`config.mk`:
```
export PLATFORM = sky130hd
export DESIGN_NAME = bit_reversed_pingpong_buffer_flat
export DESIGN_NICKNAME = d
export VERILOG_FILES = /design/src/rtl/bit_reversed_pingpong_buffer_if.sv /design/src/rtl/bit_reversed_pingpong_buffer.sv /design/src/flat_wrapper.sv
export SDC_FILE = /design/constraint.sdc
export NUM_CORES = 1
export LEC_CHECK = 0
export BUFFER_PORTS_ARGS = -buffer_cell sky130_fd_sc_hd__buf_2
export CAP_MARGIN = 5
export CORE_MARGIN = 4
export CORE_UTILIZATION = 40
export CTS_CLUSTER_DIAMETER = 50
export DETAILED_ROUTE_END_ITERATION = 7
export GPL_TIMING_DRIVEN = 0
export PLACE_DENSITY_LB_ADDON = 0.12
export SETUP_SLACK_MARGIN = 0.4
export SKIP_CTS_REPAIR_TIMING = 1
export SLEW_MARGIN = 20
export SYNTH_ARGS = -nofsm -noshare
export SYNTH_HDL_FRONTEND = slang
export SYNTH_SLANG_ARGS = --single-unit
```
`constraint.sdc`:
```
create_clock -name clk -period 3.6 [get_ports clk]
set_input_delay 0.18 -clock clk [delete_from_list [all_inputs] [get_ports clk]]
set_output_delay 0.18 -clock clk [all_outputs]
set_load 0.01 [all_outputs]
```
`src/rtl/bit_reversed_pingpong_buffer_if.sv`:
```
// Bus bundle for bit_reversed_pingpong_buffer: LLR write stream, decoder control and PE read port.
// master = source/decoder side, slave = buffer.
interface bit_reversed_pingpong_buffer_if #(
  parameter int unsigned n    = 4,
  parameter int unsigned p    = 1,
  parameter int unsigned Q    = 6,
  parameter int unsigned W_IN = 4
);
  localparam int unsigned RA_W = (n > p + 2) ? n - p - 1 : 1;
  localparam int unsigned RD_W = (2 ** (p + 1)) * Q;

  logic              din_valid;
  logic [W_IN*Q-1:0] din;
  logic              din_ready;
  logic              frame_ready;
  logic              decoder_start;
  logic              decoder_done;
  logic              rd_en;
  logic [RA_W-1:0]   rd_addr;
  logic [RD_W-1:0]   dout;
  logic              dout_valid;
  logic [1:0]        frames_pending;
  logic              overflow_err;

  modport master (
    output din_valid, din, decoder_start, decoder_done, rd_en, rd_addr,
    input  din_ready, frame_ready, dout, dout_valid, frames_pending, overflow_err
  );

  modport slave (
    input  din_valid, din, decoder_start, decoder_done, rd_en, rd_addr,
    output din_ready, frame_ready, dout, dout_valid, frames_pending, overflow_err
  );
endinterface

```
`src/rtl/bit_reversed_pingpong_buffer.sv`:
```
// Two-bank channel LLR buffer: frames are written in bit-reversed order into one bank while the
// decoder reads the other. Optional macro NEG_ZERO_NORM_EN stores -0 lanes as +0.
module bit_reversed_pingpong_buffer #(
  parameter int unsigned n    = 4,
  parameter int unsigned p    = 1,
  parameter int unsigned Q    = 6,
  parameter int unsigned W_IN = 4
) (
  input logic                              clk,
  input logic                              rst_n,
  bit_reversed_pingpong_buffer_if.slave    bus
);
  localparam int unsigned N     = 2 ** n;
  localparam int unsigned BEATS = N / W_IN;
  localparam int unsigned WC_W  = (BEATS > 1) ? $clog2(BEATS) : 1;
  localparam int unsigned R     = 2 ** (p + 1);

  typedef enum logic [1:0] {S_EMPTY, S_FILLING, S_FULL, S_DECODING} bank_state_e;

  bank_state_e       r_state [2];
  bank_state_e       w_state_nx [2];
  logic              r_wr_bank, w_wr_bank_nx;
  logic              r_rd_bank, w_rd_bank_nx;
  logic [WC_W-1:0]   r_wc, w_wc_nx;
  logic [1:0]        r_pending, w_pending_nx;
  logic              r_ovf;
  logic [Q-1:0]      r_mem [2][N];
  logic [R*Q-1:0]    w_rd_word;
  logic [R*Q-1:0]    r_dout;
  logic              r_dout_valid;
  logic              w_din_ready, w_accept, w_last, w_start, w_done;

  function automatic logic [n-1:0] bitrev(input logic [n-1:0] k);
    logic [n-1:0] r;
    for (int i = 0; i < int'(n); i++) r[i] = k[int'(n)-1-i];
    return r;
  endfunction

  function automatic logic [Q-1:0] norm_lane(input logic [Q-1:0] v);
`ifdef NEG_ZERO_NORM_EN
    if (v[Q-1] && (v[Q-2:0] == '0)) return '0;
`endif
    return v;
  endfunction

  assign w_din_ready = (r_state[r_wr_bank] == S_EMPTY) || (r_state[r_wr_bank] == S_FILLING);
  assign w_accept    = bus.din_valid && w_din_ready;
  assign w_last      = w_accept && (r_wc == WC_W'(BEATS - 1));
  assign w_done      = bus.decoder_done && (r_state[r_rd_bank] == S_DECODING);
  // done wins over a coincident start
  assign w_start     = bus.decoder_start && !bus.decoder_done && (r_state[r_rd_bank] == S_FULL);

  // Bank state machine and pointer next-state
  always_comb begin
    w_state_nx[0] = r_state[0];
    w_state_nx[1] = r_state[1];
    w_wr_bank_nx  = r_wr_bank;
    w_rd_bank_nx  = r_rd_bank;
    w_wc_nx       = r_wc;
    if (w_accept) begin
      if (w_last) begin
        w_state_nx[r_wr_bank] = S_FULL;
        w_wr_bank_nx          = ~r_wr_bank;
        w_wc_nx               = '0;
      end else begin
        w_state_nx[r_wr_bank] = S_FILLING;
        w_wc_nx               = r_wc + WC_W'(1);
      end
    end
    if (w_start) w_state_nx[r_rd_bank] = S_DECODING;
    if (w_done) begin
      w_state_nx[r_rd_bank] = S_EMPTY;
      w_rd_bank_nx          = ~r_rd_bank;
    end
    w_pending_nx = 2'((w_state_nx[0] == S_FULL) || (w_state_nx[0] == S_DECODING))
                 + 2'((w_state_nx[1] == S_FULL) || (w_state_nx[1] == S_DECODING));
  end

  always_ff @(posedge clk or negedge rst_n) begin
    if (!rst_n) begin
      r_state[0] <= S_EMPTY;
      r_state[1] <= S_EMPTY;
      r_wr_bank  <= 1'b0;
      r_rd_bank  <= 1'b0;
      r_wc       <= '0;
      r_pending  <= 2'd0;
      r_ovf      <= 1'b0;
    end else begin
      r_state[0] <= w_state_nx[0];
      r_state[1] <= w_state_nx[1];
      r_wr_bank  <= w_wr_bank_nx;
      r_rd_bank  <= w_rd_bank_nx;
      r_wc       <= w_wc_nx;
      r_pending  <= w_pending_nx;
      if (bus.din_valid && !w_din_ready) r_ovf <= 1'b1;
    end
  end

  // Storage is not reset; every lane of the beat lands at its bit-reversed position
  always_ff @(posedge clk) begin
    if (w_accept) begin
      for (int j = 0; j < int'(W_IN); j++) begin
        r_mem[r_wr_bank][bitrev(n'(32'(r_wc) * W_IN + 32'(j)))] <= norm_lane(bus.din[j*Q +: Q]);
      end
    end
  end

  always_comb begin
    w_rd_word = '0;
    for (int j = 0; j < int'(R); j++) begin
      w_rd_word[j*Q +: Q] = r_mem[r_rd_bank][n'(32'(bus.rd_addr) * R + 32'(j))];
    end
  end

  // Read port: one-cycle latency, zeros outside DECODING, hold data when idle
  always_ff @(posedge clk or negedge rst_n) begin
    if (!rst_n) begin
      r_dout       <= '0;
      r_dout_valid <= 1'b0;
    end else if (bus.rd_en) begin
      r_dout       <= (r_state[r_rd_bank] == S_DECODING) ? w_rd_word : '0;
      r_dout_valid <= 1'b1;
    end else begin
      r_dout_valid <= 1'b0;
    end
  end

  assign bus.din_ready      = w_din_ready;
  assign bus.frame_ready    = (r_state[r_rd_bank] == S_FULL);
  assign bus.dout           = r_dout;
  assign bus.dout_valid     = r_dout_valid;
  assign bus.frames_pending = r_pending;
  assign bus.overflow_err   = r_ovf;
endmodule

```
`src/flat_wrapper.sv`:
```
// flat-port wrapper written by rule: the top's interface ports become plain ports
module bit_reversed_pingpong_buffer_flat 
#(
  parameter int unsigned n    = 4,
  parameter int unsigned p    = 1,
  parameter int unsigned Q    = 6,
  parameter int unsigned W_IN = 4
)
  (clk, rst_n, bus_din_valid, bus_din, bus_decoder_start, bus_decoder_done, bus_rd_en, bus_rd_addr, bus_din_ready, bus_frame_ready, bus_dout, bus_dout_valid, bus_frames_pending, bus_overflow_err);
  bit_reversed_pingpong_buffer_if #(.n(n), .p(p), .Q(Q), .W_IN(W_IN)) bus_i ();
  input logic clk;
  input logic rst_n;
  input wire logic [$bits(bus_i.din_valid)-1:0] bus_din_valid;
  input wire logic [$bits(bus_i.din)-1:0] bus_din;
  input wire logic [$bits(bus_i.decoder_start)-1:0] bus_decoder_start;
  input wire logic [$bits(bus_i.decoder_done)-1:0] bus_decoder_done;
  input wire logic [$bits(bus_i.rd_en)-1:0] bus_rd_en;
  input wire logic [$bits(bus_i.rd_addr)-1:0] bus_rd_addr;
  output wire logic [$bits(bus_i.din_ready)-1:0] bus_din_ready;
  output wire logic [$bits(bus_i.frame_ready)-1:0] bus_frame_ready;
  output wire logic [$bits(bus_i.dout)-1:0] bus_dout;
  output wire logic [$bits(bus_i.dout_valid)-1:0] bus_dout_valid;
  output wire logic [$bits(bus_i.frames_pending)-1:0] bus_frames_pending;
  output wire logic [$bits(bus_i.overflow_err)-1:0] bus_overflow_err;
  assign bus_i.din_valid = bus_din_valid;
  assign bus_i.din = bus_din;
  assign bus_i.decoder_start = bus_decoder_start;
  assign bus_i.decoder_done = bus_decoder_done;
  assign bus_i.rd_en = bus_rd_en;
  assign bus_i.rd_addr = bus_rd_addr;
  assign bus_din_ready = bus_i.din_ready;
  assign bus_frame_ready = bus_i.frame_ready;
  assign bus_dout = bus_i.dout;
  assign bus_dout_valid = bus_i.dout_valid;
  assign bus_frames_pending = bus_i.frames_pending;
  assign bus_overflow_err = bus_i.overflow_err;
  bit_reversed_pingpong_buffer #(.n(n), .p(p), .Q(Q), .W_IN(W_IN)) u_core (.clk(clk), .rst_n(rst_n), .bus(bus_i));
endmodule
```
==> impl_metrics.prom, run 1 <==
# TYPE chip_impl_metric gauge
chip_impl_metric{name="vias_per_cell",unit=""} 5.30
chip_impl_metric{name="hold_viol_final",unit=""} 0
chip_impl_metric{name="floorplan.core_area",unit="mm2"} 0.0242
chip_impl_metric{name="timing_worst_slew_pin_value",unit="ns"} 1.01
chip_impl_info{name="post-synth-top-area-cell",value="edfxtp_1"} 1
chip_impl_info{name="setup.worst_path.start_class",value="flop"} 1
chip_impl_metric{name="route.vias.total",unit=""} 5486
chip_impl_metric{name="synth_async_sr_flop_share",unit=""} 0.158
chip_impl_metric{name="synthToLayoutAreaGrowth",unit="%"} 18.2
chip_impl_metric{name="synth_top_cell_area_share",unit=""} 0.587
chip_impl_metric{name="fin_crit_sh",unit=""} 0.747
chip_impl_info{name="cp-end-kind",value="flop"} 1
chip_impl_info{name="cell_breakdown_of_the_critical_path",value="clkbuf_1 > nor3b_1 > nand2_1 > clkinv_1"} 1
chip_impl_info{name="run_status",value="finished clean"} 1
chip_impl_metric{name="fin_hold_ws",unit="ns"} 0.000486
chip_impl_metric{name="global_route.overflow_total",unit=""} 0
chip_impl_metric{name="worst_slew_margin_rel",unit=""} 0.321
chip_impl_info{name="synthTopCellsByArea",value="edfxtp_1, dfrtp_1, mux2_2"} 1
chip_impl_metric{name="p_leak",unit="nW"} 4.27
chip_impl_metric{name="timing.final.setup_violations",unit=""} 0
chip_impl_metric{name="cellInternalPower",unit="mW"} 6.18
chip_impl_metric{name="dieWidth",unit="um"} 165
chip_impl_metric{name="std_cell_rows",unit=""} 57
chip_impl_metric{name="portBuffers",unit=""} 59
chip_impl_metric{name="edff_count_synth",unit=""} 192
chip_impl_metric{name="ir_drop",unit="mV"} 0.394
chip_impl_metric{name="worstSkewPairLatency",unit="ns"} 0.52
chip_impl_metric{name="finClkSkew",unit="ns"} 0.00997
chip_impl_metric{name="netlist_instances",unit=""} 596
chip_impl_metric{name="nets",unit=""} 729
chip_impl_info{name="cts_tree",value="yes"} 1
chip_impl_info{name="synthMostInstantiatedCell",value="edfxtp_1"} 1
chip_impl_metric{name="synth_area_per_cell",unit="um2"} 16.5
chip_impl_metric{name="cts.reportedPaths.clkPinSlew",unit="ns"} 0.06
chip_impl_info{name="criticalPathCategory",value="flop to flop"} 1
chip_impl_metric{name="die_h",unit="um"} 165
chip_impl_metric{name="placedCellCount",unit=""} 982
chip_impl_metric{name="layout_cell_share_with_drive_strength_beyond_1",unit=""} 0.369
chip_impl_metric{name="n_fill_cell",unit=""} 2126
chip_impl_metric{name="max_freq",unit="MHz"} 372
chip_impl_metric{name="gr_util_all_layers",unit=""} 0.187
chip_impl_metric{name="clkSinkCount",unit=""} 228
chip_impl_metric{name="groute.layer.met1.usage",unit=""} 0.267
chip_impl_metric{name="multiInputGateArea",unit="mm2"} 0.00285
chip_impl_metric{name="grt_use_met3",unit=""} 0.0237
chip_impl_metric{name="max_stage_delay",unit="ns"} 0.82
chip_impl_metric{name="maximum_fanout_along_the_worst_path",unit=""} 24
chip_impl_metric{name="initial_core_util",unit=""} 0.405
chip_impl_metric{name="yosys_register_bits",unit=""} 228
chip_impl_info{name="rsz0062_at_grt",value="no"} 1
chip_impl_metric{name="globalplace.congestion",unit=""} 0.785
chip_impl_metric{name="synth-warning-count",unit=""} 0
chip_impl_metric{name="post-route-min-period",unit="ns"} 2.69
chip_impl_metric{name="num_antenna_cells",unit=""} 0
chip_impl_info{name="busiest_grt_layer",value="met2"} 1
chip_impl_metric{name="first_global_vias",unit=""} 5730
chip_impl_metric{name="synth_cell_type_count",unit=""} 39
chip_impl_metric{name="postRouteAntennaNets",unit=""} 0
chip_impl_metric{name="total_standard_cell_area_after_synthesis",unit="mm2"} 0.00982
chip_impl_metric{name="report.final.slew_viol_count",unit=""} 0
chip_impl_metric{name="initialDrtViolationCount",unit=""} 439
chip_impl_metric{name="route.final.wire_length",unit="um"} 25000
chip_impl_info{name="crit_path_top_delay_cell",value="clkinv_1"} 1
chip_impl_metric{name="max-cap-violations",unit=""} 0
chip_impl_metric{name="layout.cells.non_filler",unit=""} 1036
chip_impl_metric{name="synth-seq-area-share",unit=""} 0.679
chip_impl_metric{name="fin_setup_tns",unit="ns"} 0
chip_impl_metric{name="cp.required",unit="ns"} 3.55
chip_impl_metric{name="grt_max_degree",unit=""} 37
chip_impl_metric{name="total_die_area",unit="mm2"} 0.0271
chip_impl_info{name="postSynth.topFlopCell",value="edfxtp_1"} 1
chip_impl_info{name="netlist_top_cells_count",value="edfxtp_1, mux2_2, nand2_1"} 1
chip_impl_metric{name="clockPowerShare",unit=""} 0.322
chip_impl_metric{name="design.portCount",unit=""} 62
chip_impl_metric{name="power-per-cell-area",unit="mW/mm2"} 749
chip_impl_metric{name="tritoncts.num_buffers",unit=""} 27
chip_impl_info{name="hp-class",value="input port to flop"} 1
chip_impl_metric{name="register_area",unit="mm2"} 0.00667
chip_impl_metric{name="detailedPlacementHpwl",unit="um"} 16400
chip_impl_metric{name="drcViolationCount",unit=""} 0
chip_impl_metric{name="grt_first_pass_wirelength",unit="um"} 36600
chip_impl_metric{name="power_switching",unit="mW"} 2.52
chip_impl_metric{name="netSwitchingFraction",unit=""} 0.289
chip_impl_metric{name="worstPathArrival",unit="ns"} 2.64
chip_impl_metric{name="antenna_violations_before_repair",unit=""} 0
chip_impl_metric{name="wl_per_cell",unit="um"} 24.2
chip_impl_metric{name="use_met2",unit=""} 0.308
chip_impl_metric{name="synth_fp_nets",unit=""} 633
chip_impl_metric{name="sequentialPowerShare",unit=""} 0.411
chip_impl_metric{name="ctsLongestPathBuffers",unit=""} 3
chip_impl_info{name="clock_tree.root_cell",value="clkbuf_16"} 1
chip_impl_metric{name="htreeDepth",unit=""} 1
chip_impl_metric{name="share_comb_of_total_power",unit=""} 0.267
chip_impl_metric{name="drt_pre_antenna_iters",unit=""} 4
[layout by cell type, fill, tap and decap left out, types with 8 or more instances in the layout]
master,netlist,layout
edfxtp_1,192,192
mux2_2,74,74
buf_2,10,68
nand2_1,57,57
dfrtp_1,36,36
inv_1,30,28
mux2_4,27,27
clkbuf_16,0,27
nor2_1,29,26
mux4_2,24,24
o22ai_1,24,24
o32ai_1,24,24
clkbuf_1,11,13
buf_1,8,8
[path summary, 6_finish.rpt]
path | start | to | slack, ns | cells after the start
max | u_core.r_wr_bank | u_core.r_mem[0][76] | 0.91 | 4
min | bus_din[1] | u_core.r_mem[0][85] | 0.0005 | 1
max reg2reg | u_core.r_wr_bank | u_core.r_mem[0][76] | 0.91 | 4
min reg2reg | u_core.bus.overflow_err | u_core.bus.overflow_err | 0.49 | 1
max in group asynchronous | rst_n | u_core.bus.dout[5] | 2.96 | 2
min in group asynchronous | rst_n | u_core.bus.frames_pending[0] | 0.21 | 2
[registers in the layout (all words and copies together), names as in the netlist]
register / flops
u_core.r_mem: 192
u_core.r_wc: 2
u_core.r_state: 4
u_core.bus.dout_valid: 1
u_core.bus.dout: 24
u_core.r_wr_bank: 1
u_core.r_rd_bank: 1
u_core.bus.frames_pending: 2
u_core.bus.overflow_err: 1
[critical path, delay by kind of cell, from the launching register on]
kind | cells | cell delay [ns]
buf+inv | 2 | 1.32
flops | 1 | 0.41
simple gates | 2 | 0.35
[per-stage QoR]
step / total power, mW / util / instance area, um2 / setup WS [ns]
detailed placement: 5.98 / 0.438 / 10600 / 1.01
floorplan: 5.18 / - / 9820 / 0.904
CTS: 8.78 / 0.477 / 11600 / 0.988
global route: 9.07 / 0.479 / 11600 / 0.638
finish: 8.69 / 0.479 / 11600 / 0.912
global placement: 5.86 / 0.434 / 10500 / 0.0847
[power by group through the flow]
stage	combinational (mW)	sequential, mW	clock, mW
2_1_floorplan	1.56	3.62	0
3_3_place_gp	2.24	3.61	0
3_5_place_dp	2.35	3.62	0
4_1_cts	2.36	3.57	2.84
5_1_grt	2.51	3.60	2.96
6_report	2.32	3.57	2.80
[final cells by class]
| class | count | share of cell area |
|---|---|---|
| clock inverters | 17 | 0.0182 |
| multi-input cells | 300 | 0.245 |
| repair buffers | 67 | 0.0364 |
| flip-flops and latches | 228 | 0.574 |
| clock buffers | 32 | 0.0624 |
| well taps | 324 | 0.0349 |
| plain buffers | 38 | 0.0186 |
| inverters | 30 | 0.00970 |
[logic make-up after synthesis]
| logic type | count (synthesis) | share of synthesized area |
|---|---|---|
| flops | 228 | 0.679 |
| buf+inv | 68 | 0.0335 |
| mux | 127 | 0.185 |
| fa+ha+maj | 5 | 0.00637 |
| simple gates | 108 | 0.0524 |
| compound gates | 60 | 0.0443 |
[layer usage]
| layer | vias to the layer above | share of wire | wire length, um |
|---|---|---|---|
| met3 | 36 | 0.033 | 833 |
| met2 | 119 | 0.49 | 12200 |
| met4 | 0 | 0.020 | 500 |
| met1 | 2844 | 0.46 | 11500 |
| met5 | - | 0 | 0 |
| li1 | 2487 | - | - |
No activity file was read; power rests on OpenSTA's default activity.
==> inputs of run 2 (changes only) <==
==> constraint.sdc (replaced) <==
create_clock -name clk -period 2.8 [get_ports clk]
set_input_delay 0.14 -clock clk [delete_from_list [all_inputs] [get_ports clk]]
set_output_delay 0.14 -clock clk [all_outputs]
set_load 0.01 [all_outputs]
==> run 2 against run 1 <==
Effect of this change:
- the run now ends with hold timing left
- core utilization up 0.17 points
- non-clock buffer count unchanged
- global-route usage rose by 0.40 points
- total power up 31%
- maximum frequency up 13%
- register-to-register slack worse by 0.49 ns
- critical endpoint is now u_core.r_mem[0][31]
- largest cell class unchanged
- largest power group unchanged
==> impl_metrics.prom, run 2 (synthesis results as in run 1) <==
# TYPE chip_impl_metric gauge
chip_impl_metric{name="finClkSkew",unit="ns"} 0.00777
chip_impl_metric{name="totalPowerFinal",unit="mW"} 11.4
chip_impl_metric{name="fin_crit_sh",unit=""} 0.851
chip_impl_metric{name="worst_slew_margin_rel",unit=""} 0.442
chip_impl_metric{name="antenna_violations_before_repair",unit=""} 0
chip_impl_metric{name="worstPathArrival",unit="ns"} 2.54
chip_impl_metric{name="n_fill_cell",unit=""} 2082
chip_impl_metric{name="route.vias.total",unit=""} 5608
chip_impl_metric{name="grt_max_degree",unit=""} 37
chip_impl_info{name="commonest_cells_after_routing_fill_and_taps_aside",value="edfxtp_1, mux2_2, buf_2"} 1
chip_impl_metric{name="route.final.wire_length",unit="um"} 25700
chip_impl_metric{name="drt_pre_antenna_iters",unit=""} 5
chip_impl_metric{name="drcViolationCount",unit=""} 0
chip_impl_metric{name="globalplace.congestion",unit=""} 0.818
chip_impl_info{name="rsz0062_at_grt",value="yes"} 1
chip_impl_metric{name="use_met2",unit=""} 0.308
chip_impl_metric{name="detailedPlacementHpwl",unit="um"} 16300
chip_impl_info{name="hp-class",value="input port to flop"} 1
chip_impl_metric{name="gr_util_all_layers",unit=""} 0.191
chip_impl_metric{name="cp.required",unit="ns"} 2.96
chip_impl_metric{name="worstSkewPairLatency",unit="ns"} 0.53
chip_impl_metric{name="tritoncts.num_buffers",unit=""} 28
chip_impl_info{name="setup.worst_path.start_class",value="flop"} 1
chip_impl_metric{name="std_cell_rows",unit=""} 57
chip_impl_metric{name="clkSinkCount",unit=""} 228
chip_impl_metric{name="p_leak",unit="nW"} 4.29
chip_impl_metric{name="multiInputGateArea",unit="mm2"} 0.00286
chip_impl_info{name="r2r-start",value="u_core.r_state[1]"} 1
chip_impl_metric{name="synthToLayoutAreaGrowth",unit="%"} 18.7
chip_impl_metric{name="total_die_area",unit="mm2"} 0.0271
chip_impl_metric{name="max_ffs_per_register",unit=""} 192
chip_impl_info{name="reg_to_reg_end",value="u_core.r_mem[0][31]"} 1
chip_impl_info{name="cts_tree",value="yes"} 1
chip_impl_metric{name="groute.layer.met1.usage",unit=""} 0.274
chip_impl_metric{name="num_antenna_cells",unit=""} 0
chip_impl_info{name="cp-end-kind",value="flop"} 1
chip_impl_metric{name="dieWidth",unit="um"} 165
chip_impl_info{name="failed_checks",value="hold timing"} 1
chip_impl_info{name="busiest_grt_layer",value="met2"} 1
chip_impl_info{name="run_status",value="finished with violations"} 1
chip_impl_metric{name="ir_drop",unit="mV"} 0.511
chip_impl_metric{name="nets",unit=""} 731
chip_impl_metric{name="die_h",unit="um"} 165
chip_impl_metric{name="fin_hold_ws",unit="ns"} -0.000709
chip_impl_metric{name="rrSetupSlack",unit="ns"} 0.42
chip_impl_metric{name="cts.reportedPaths.clkPinSlew",unit="ns"} 0.06
chip_impl_metric{name="ctsLongestPathBuffers",unit=""} 3
chip_impl_info{name="top_register",value="u_core.r_mem"} 1
chip_impl_metric{name="post-route-min-period",unit="ns"} 2.38
chip_impl_metric{name="floorplan.core_area",unit="mm2"} 0.0242
chip_impl_info{name="final_common_cell",value="edfxtp_1"} 1
chip_impl_metric{name="htreeDepth",unit=""} 1
chip_impl_metric{name="maximum_fanout_along_the_worst_path",unit=""} 12
chip_impl_info{name="min-delay-start",value="bus_din[5]"} 1
chip_impl_metric{name="rr_worst_depth",unit=""} 7
chip_impl_metric{name="initialDrtViolationCount",unit=""} 333
chip_impl_info{name="min_to",value="u_core.r_mem[1][95]"} 1
chip_impl_metric{name="portBuffers",unit=""} 59
chip_impl_info{name="clock_tree.root_cell",value="clkbuf_16"} 1
chip_impl_metric{name="grt_use_met3",unit=""} 0.0324
chip_impl_metric{name="timing.final.setup_violations",unit=""} 0
chip_impl_info{name="criticalPathCategory",value="flop to flop"} 1
chip_impl_metric{name="max-cap-violations",unit=""} 0
chip_impl_metric{name="first_global_vias",unit=""} 5839
chip_impl_metric{name="timing_worst_slew_pin_value",unit="ns"} 0.836
chip_impl_metric{name="initial_core_util",unit=""} 0.405
chip_impl_metric{name="wl_per_cell",unit="um"} 24.7
chip_impl_metric{name="fin_setup_tns",unit="ns"} 0
chip_impl_metric{name="layout_cell_share_with_drive_strength_beyond_1",unit=""} 0.370
chip_impl_metric{name="design.portCount",unit=""} 62
chip_impl_metric{name="global_route.overflow_total",unit=""} 0
chip_impl_metric{name="worst_hold_path.num_cells",unit=""} 1
chip_impl_metric{name="postRouteAntennaNets",unit=""} 0
chip_impl_metric{name="max_freq",unit="MHz"} 420
chip_impl_metric{name="vias_per_cell",unit=""} 5.39
chip_impl_metric{name="hold_viol_final",unit=""} 2
chip_impl_metric{name="grt_first_pass_wirelength",unit="um"} 37400
chip_impl_metric{name="report.final.slew_viol_count",unit=""} 0
chip_impl_metric{name="register_area",unit="mm2"} 0.00667
chip_impl_metric{name="power-per-cell-area",unit="mW/mm2"} 980
## run 2: how the worst max path moves through the flow
stage / start / to / cells after the start
after CTS: u_core.r_wr_bank / u_core.r_mem[1][27] / 3
after floorplan: u_core.r_wr_bank / u_core.r_mem[0][10] / 6
after detailed placement: u_core.r_wr_bank / u_core.r_mem[1][73] / 3
after global routing: u_core.r_state[1] / u_core.r_mem[0][18] / 7
after global placement: u_core.r_state[1] / u_core.r_mem[0][93] / 7
final: u_core.r_state[1] / u_core.r_mem[0][31] / 7
## run 2: worst max-delay path, cell delays in order (launching register included)
cell and delay [ns]:
dfrtp_1 0.38, buf_6 0.14, mux2i_4 0.19, and2_4 0.19, buf_12 0.15, nand2_8 0.11, buf_6 0.21, nor2_2 0.63
## run 2: power breakdown
group | internal [mW] | total [mW] | switching [mW]
clock | 2.47 | 3.87 | 1.40
combinational | 1.28 | 2.96 | 1.69
sequential | 4.40 | 4.59 | 0.194
## run 2: layout make-up
cell class / instances / area share
well taps: 324 / 0.0348
plain buffers: 38 / 0.0186
inverters: 30 / 0.00999
clock inverters: 19 / 0.0224
clock buffers: 33 / 0.0644
repair buffers: 67 / 0.0324
multi-input cells: 301 / 0.245
flip-flops and latches: 228 / 0.572
## run 2: routing by layer
metal | part of all wire | routed length, um
met1 | 0.45 | 11500
met2 | 0.48 | 12400
met3 | 0.050 | 1290
met4 | 0.020 | 509
met5 | 0 | 0
## run 2: metrics by stage
stage	cells	setup WS (ns)	util	hold slack [ns]	area (um2)
finish	1040	0.418	0.480	-0.000709	11700
global route	1040	0.310	0.480	0.00203	11700
CTS	1031	0.302	0.477	-0.285	11600
detailed placement	979	0.307	0.435	0.268	10500
global placement	979	-0.0318	0.434	0.264	10500
floorplan	596	0.506	-	-0.156	9830
==> inputs of run 3 (changes only) <==
--- a/config.mk
+++ b/config.mk
@@ -7,7 +7,9 @@
 export LEC_CHECK = 0
 export BUFFER_PORTS_ARGS = -buffer_cell sky130_fd_sc_hd__buf_2
 export CAP_MARGIN = 5
-export CORE_MARGIN = 4
+export CELL_PAD_IN_SITES_DETAIL_PLACEMENT = 1
+export CELL_PAD_IN_SITES_GLOBAL_PLACEMENT = 1
+export CORE_MARGIN = 3
 export CORE_UTILIZATION = 40
 export CTS_CLUSTER_DIAMETER = 50
 export DETAILED_ROUTE_END_ITERATION = 7
==> run 3 against run 2 <==
Effect of this change:
- the flow now finishes without violations
- wire length grew 2.9%
- critical path depth is the same
- register-to-register slack lost 0.04 ns
- worst hold slack gained 0.00078 ns
- worst setup slack lost 0.040 ns
- clock skew grew 0.0054 ns
- critical endpoint is now u_core.r_mem[0][59]
- highest routed layer is now met5
==> impl_metrics.prom, run 3 (synthesis results as in run 1) <==
# TYPE chip_impl_metric gauge
chip_impl_metric{name="initial_core_util",unit=""} 0.412
chip_impl_info{name="final_common_cell",value="edfxtp_1"} 1
chip_impl_metric{name="nets",unit=""} 733
chip_impl_metric{name="maximum_fanout_along_the_worst_path",unit=""} 24
chip_impl_metric{name="route.final.wire_length",unit="um"} 26400
chip_impl_metric{name="p_leak",unit="nW"} 4.26
chip_impl_info{name="criticalPathCategory",value="flop to flop"} 1
chip_impl_metric{name="max_freq",unit="MHz"} 413
chip_impl_metric{name="std_cell_rows",unit=""} 56
chip_impl_metric{name="power_switching",unit="mW"} 3.26
chip_impl_metric{name="route.vias.total",unit=""} 5565
chip_impl_metric{name="timing.final.setup_violations",unit=""} 0
chip_impl_metric{name="hold_viol_final",unit=""} 0
chip_impl_metric{name="portBuffers",unit=""} 59
chip_impl_metric{name="max_ffs_per_register",unit=""} 192
chip_impl_metric{name="drt_pre_antenna_iters",unit=""} 4
chip_impl_metric{name="report.final.slew_viol_count",unit=""} 0
chip_impl_metric{name="postRouteAntennaNets",unit=""} 0
chip_impl_metric{name="dp_worst_setup_slack",unit="ns"} 0.194
chip_impl_metric{name="fin_crit_sh",unit=""} 0.865
chip_impl_info{name="crit_path_top_delay_cell",value="nor2_4"} 1
chip_impl_metric{name="clkSinkCount",unit=""} 228
chip_impl_info{name="clock_tree.root_cell",value="clkbuf_16"} 1
chip_impl_info{name="cts_tree",value="yes"} 1
chip_impl_metric{name="synthToLayoutAreaGrowth",unit="%"} 17.8
chip_impl_metric{name="gr_util_all_layers",unit=""} 0.201
chip_impl_metric{name="worst_hold_path.num_cells",unit=""} 3
chip_impl_metric{name="max_stage_delay",unit="ns"} 0.65
chip_impl_info{name="rsz0062_at_grt",value="yes"} 1
chip_impl_info{name="cp-end-kind",value="flop"} 1
chip_impl_metric{name="dieWidth",unit="um"} 163
chip_impl_metric{name="vias_per_cell",unit=""} 5.37
chip_impl_metric{name="post-route-min-period",unit="ns"} 2.42
chip_impl_metric{name="globalplace.congestion",unit=""} 0.787
chip_impl_metric{name="finClkSkew",unit="ns"} 0.0131
chip_impl_info{name="top_register",value="u_core.r_mem"} 1
chip_impl_metric{name="layout_cell_share_with_drive_strength_beyond_1",unit=""} 0.364
chip_impl_info{name="run_status",value="finished clean"} 1
chip_impl_metric{name="floorplan.core_area",unit="mm2"} 0.0238
chip_impl_metric{name="rr_worst_depth",unit=""} 7
chip_impl_metric{name="tritoncts.num_buffers",unit=""} 27
chip_impl_metric{name="cts.reportedPaths.clkPinSlew",unit="ns"} 0.06
chip_impl_metric{name="htreeDepth",unit=""} 1
chip_impl_metric{name="global_route.overflow_total",unit=""} 0
chip_impl_metric{name="drcViolationCount",unit=""} 0
chip_impl_metric{name="fin_ws",unit="ns"} 0.378
chip_impl_metric{name="share_comb_of_total_power",unit=""} 0.268
chip_impl_metric{name="grt_max_degree",unit=""} 37
chip_impl_info{name="setup.worst_path.start_class",value="flop"} 1
chip_impl_metric{name="detailedPlacementHpwl",unit="um"} 17200
chip_impl_metric{name="worstPathArrival",unit="ns"} 2.56
chip_impl_metric{name="clockPowerShare",unit=""} 0.316
chip_impl_metric{name="first_global_vias",unit=""} 6068
chip_impl_metric{name="timing_worst_slew_pin_value",unit="ns"} 0.834
chip_impl_metric{name="fin_hold_ws",unit="ns"} 0.0000668
chip_impl_metric{name="sequentialPowerShare",unit=""} 0.416
chip_impl_metric{name="critical_path_buffers_and_inverters",unit=""} 3
chip_impl_info{name="hp-class",value="input port to flop"} 1
chip_impl_metric{name="antenna_violations_before_repair",unit=""} 2
chip_impl_info{name="worst_path_most_repeated_cell",value="buf_6"} 1
chip_impl_metric{name="ctsLongestPathBuffers",unit=""} 3
chip_impl_metric{name="design.portCount",unit=""} 62
chip_impl_info{name="cell_breakdown_of_the_critical_path",value="buf_6 > mux2i_4 > and2_4 > buf_12 > nand2_8 > buf_6 > nor2_4"} 1
chip_impl_metric{name="netSwitchingFraction",unit=""} 0.294
chip_impl_metric{name="grt_first_pass_wirelength",unit="um"} 39200
chip_impl_metric{name="worst_slew_margin_rel",unit=""} 0.443
chip_impl_metric{name="initialDrtViolationCount",unit=""} 367
chip_impl_metric{name="wl_per_cell",unit="um"} 25.5
chip_impl_info{name="delay_heaviest_family_cp",value="simple AND/OR/NAND/NOR gates"} 1
chip_impl_metric{name="worstSkewPairLatency",unit="ns"} 0.53
chip_impl_metric{name="cp.required",unit="ns"} 2.94
chip_impl_metric{name="n_fill_cell",unit=""} 2361
chip_impl_metric{name="die_h",unit="um"} 163
chip_impl_metric{name="cp.depth",unit=""} 7
chip_impl_metric{name="cellInternalPower",unit="mW"} 7.82
chip_impl_metric{name="max-cap-violations",unit=""} 0
chip_impl_info{name="commonest_cells_after_routing_fill_and_taps_aside",value="edfxtp_1, mux2_2, buf_2"} 1
chip_impl_metric{name="power-per-cell-area",unit="mW/mm2"} 958
chip_impl_metric{name="ir_drop",unit="mV"} 0.456
chip_impl_metric{name="total_die_area",unit="mm2"} 0.0265
## run 3: changes by cell type in the layout (fill, tap and decap cells not counted)
| cell | change |
|---|---|
| inv_4 | +1 |
| clkbuf_16 | -2 |
| clkbuf_8 | +2 |
| clkbuf_1 | +4 |
| clkinv_1 | -3 |
| nor2_2 | -1 |
| bufinv_16 | -3 |
| diode_2 | +1 |
| clkinv_4 | -1 |
| dlygate4sd3_1 | +4 |
## run 3: cell type report
class / instances / area (um2) / share of cell area
flip-flops and latches: 228 / 6670 / 0.576
multi-input cells: 300 / 2850 / 0.246
clock buffers: 37 / 743 / 0.0642
repair buffers: 71 / 418 / 0.0361
well taps: 319 / 399 / 0.0345
plain buffers: 38 / 216 / 0.0187
clock inverters: 13 / 158 / 0.0136
inverters: 30 / 116 / 0.0101
diodes: 1 / 2.50 / 0.000216
## run 3: stage by stage
step                 util  TNS (ns)  total power, mW  instances  instance area (um2)
finish              0.486         0             11.1       1037                11600
detailed placement  0.442         0             7.67        974                10500
floorplan               -         0             6.67        596                 9830
global placement    0.442     -3.80             7.55        974                10500
global route        0.486         0             11.6       1037                11600
CTS                 0.480         0             11.2       1024                11400
## run 3: power groups by stage
| stage | sequential, mW | combinational (mW) | clock (mW) |
|---|---|---|---|
| after floorplan | 4.65 | 2.01 | 0 |
| after global placement | 4.64 | 2.91 | 0 |
| after detailed placement | 4.68 | 3.00 | 0 |
| after CTS | 4.61 | 3.01 | 3.56 |
| after global routing | 4.65 | 3.22 | 3.73 |
| final | 4.60 | 2.97 | 3.50 |
## run 3: worst paths after layout
check / startpoint / end / slack [ns]
min reg2reg: u_core.bus.overflow_err / u_core.bus.overflow_err / 0.49
max: u_core.r_state[1] / u_core.r_mem[0][59] / 0.38
min: bus_din[22] / u_core.r_mem[1][4] / 0.00007
min in group asynchronous: rst_n / u_core.bus.dout[2] / 0.18
max in group asynchronous: rst_n / u_core.bus.dout[18] / 2.21
max reg2reg: u_core.r_state[1] / u_core.r_mem[0][59] / 0.38
## run 3: worst register-to-register path, cell delays in order, from the launching register on
cell and delay, ns:
dfrtp_1 0.38, buf_6 0.14, mux2i_4 0.20, and2_4 0.19
buf_12 0.15, nand2_8 0.11, buf_6 0.22, nor2_4 0.65
## run 3: per-layer routing
metal,up-vias,GRT usage,share of wire
met5,-,0,0.00042
met4,2,0.0511,0.027
met3,38,0.0287,0.050
met2,141,0.350,0.51
met1,2893,0.267,0.42
li1,2491,-,-
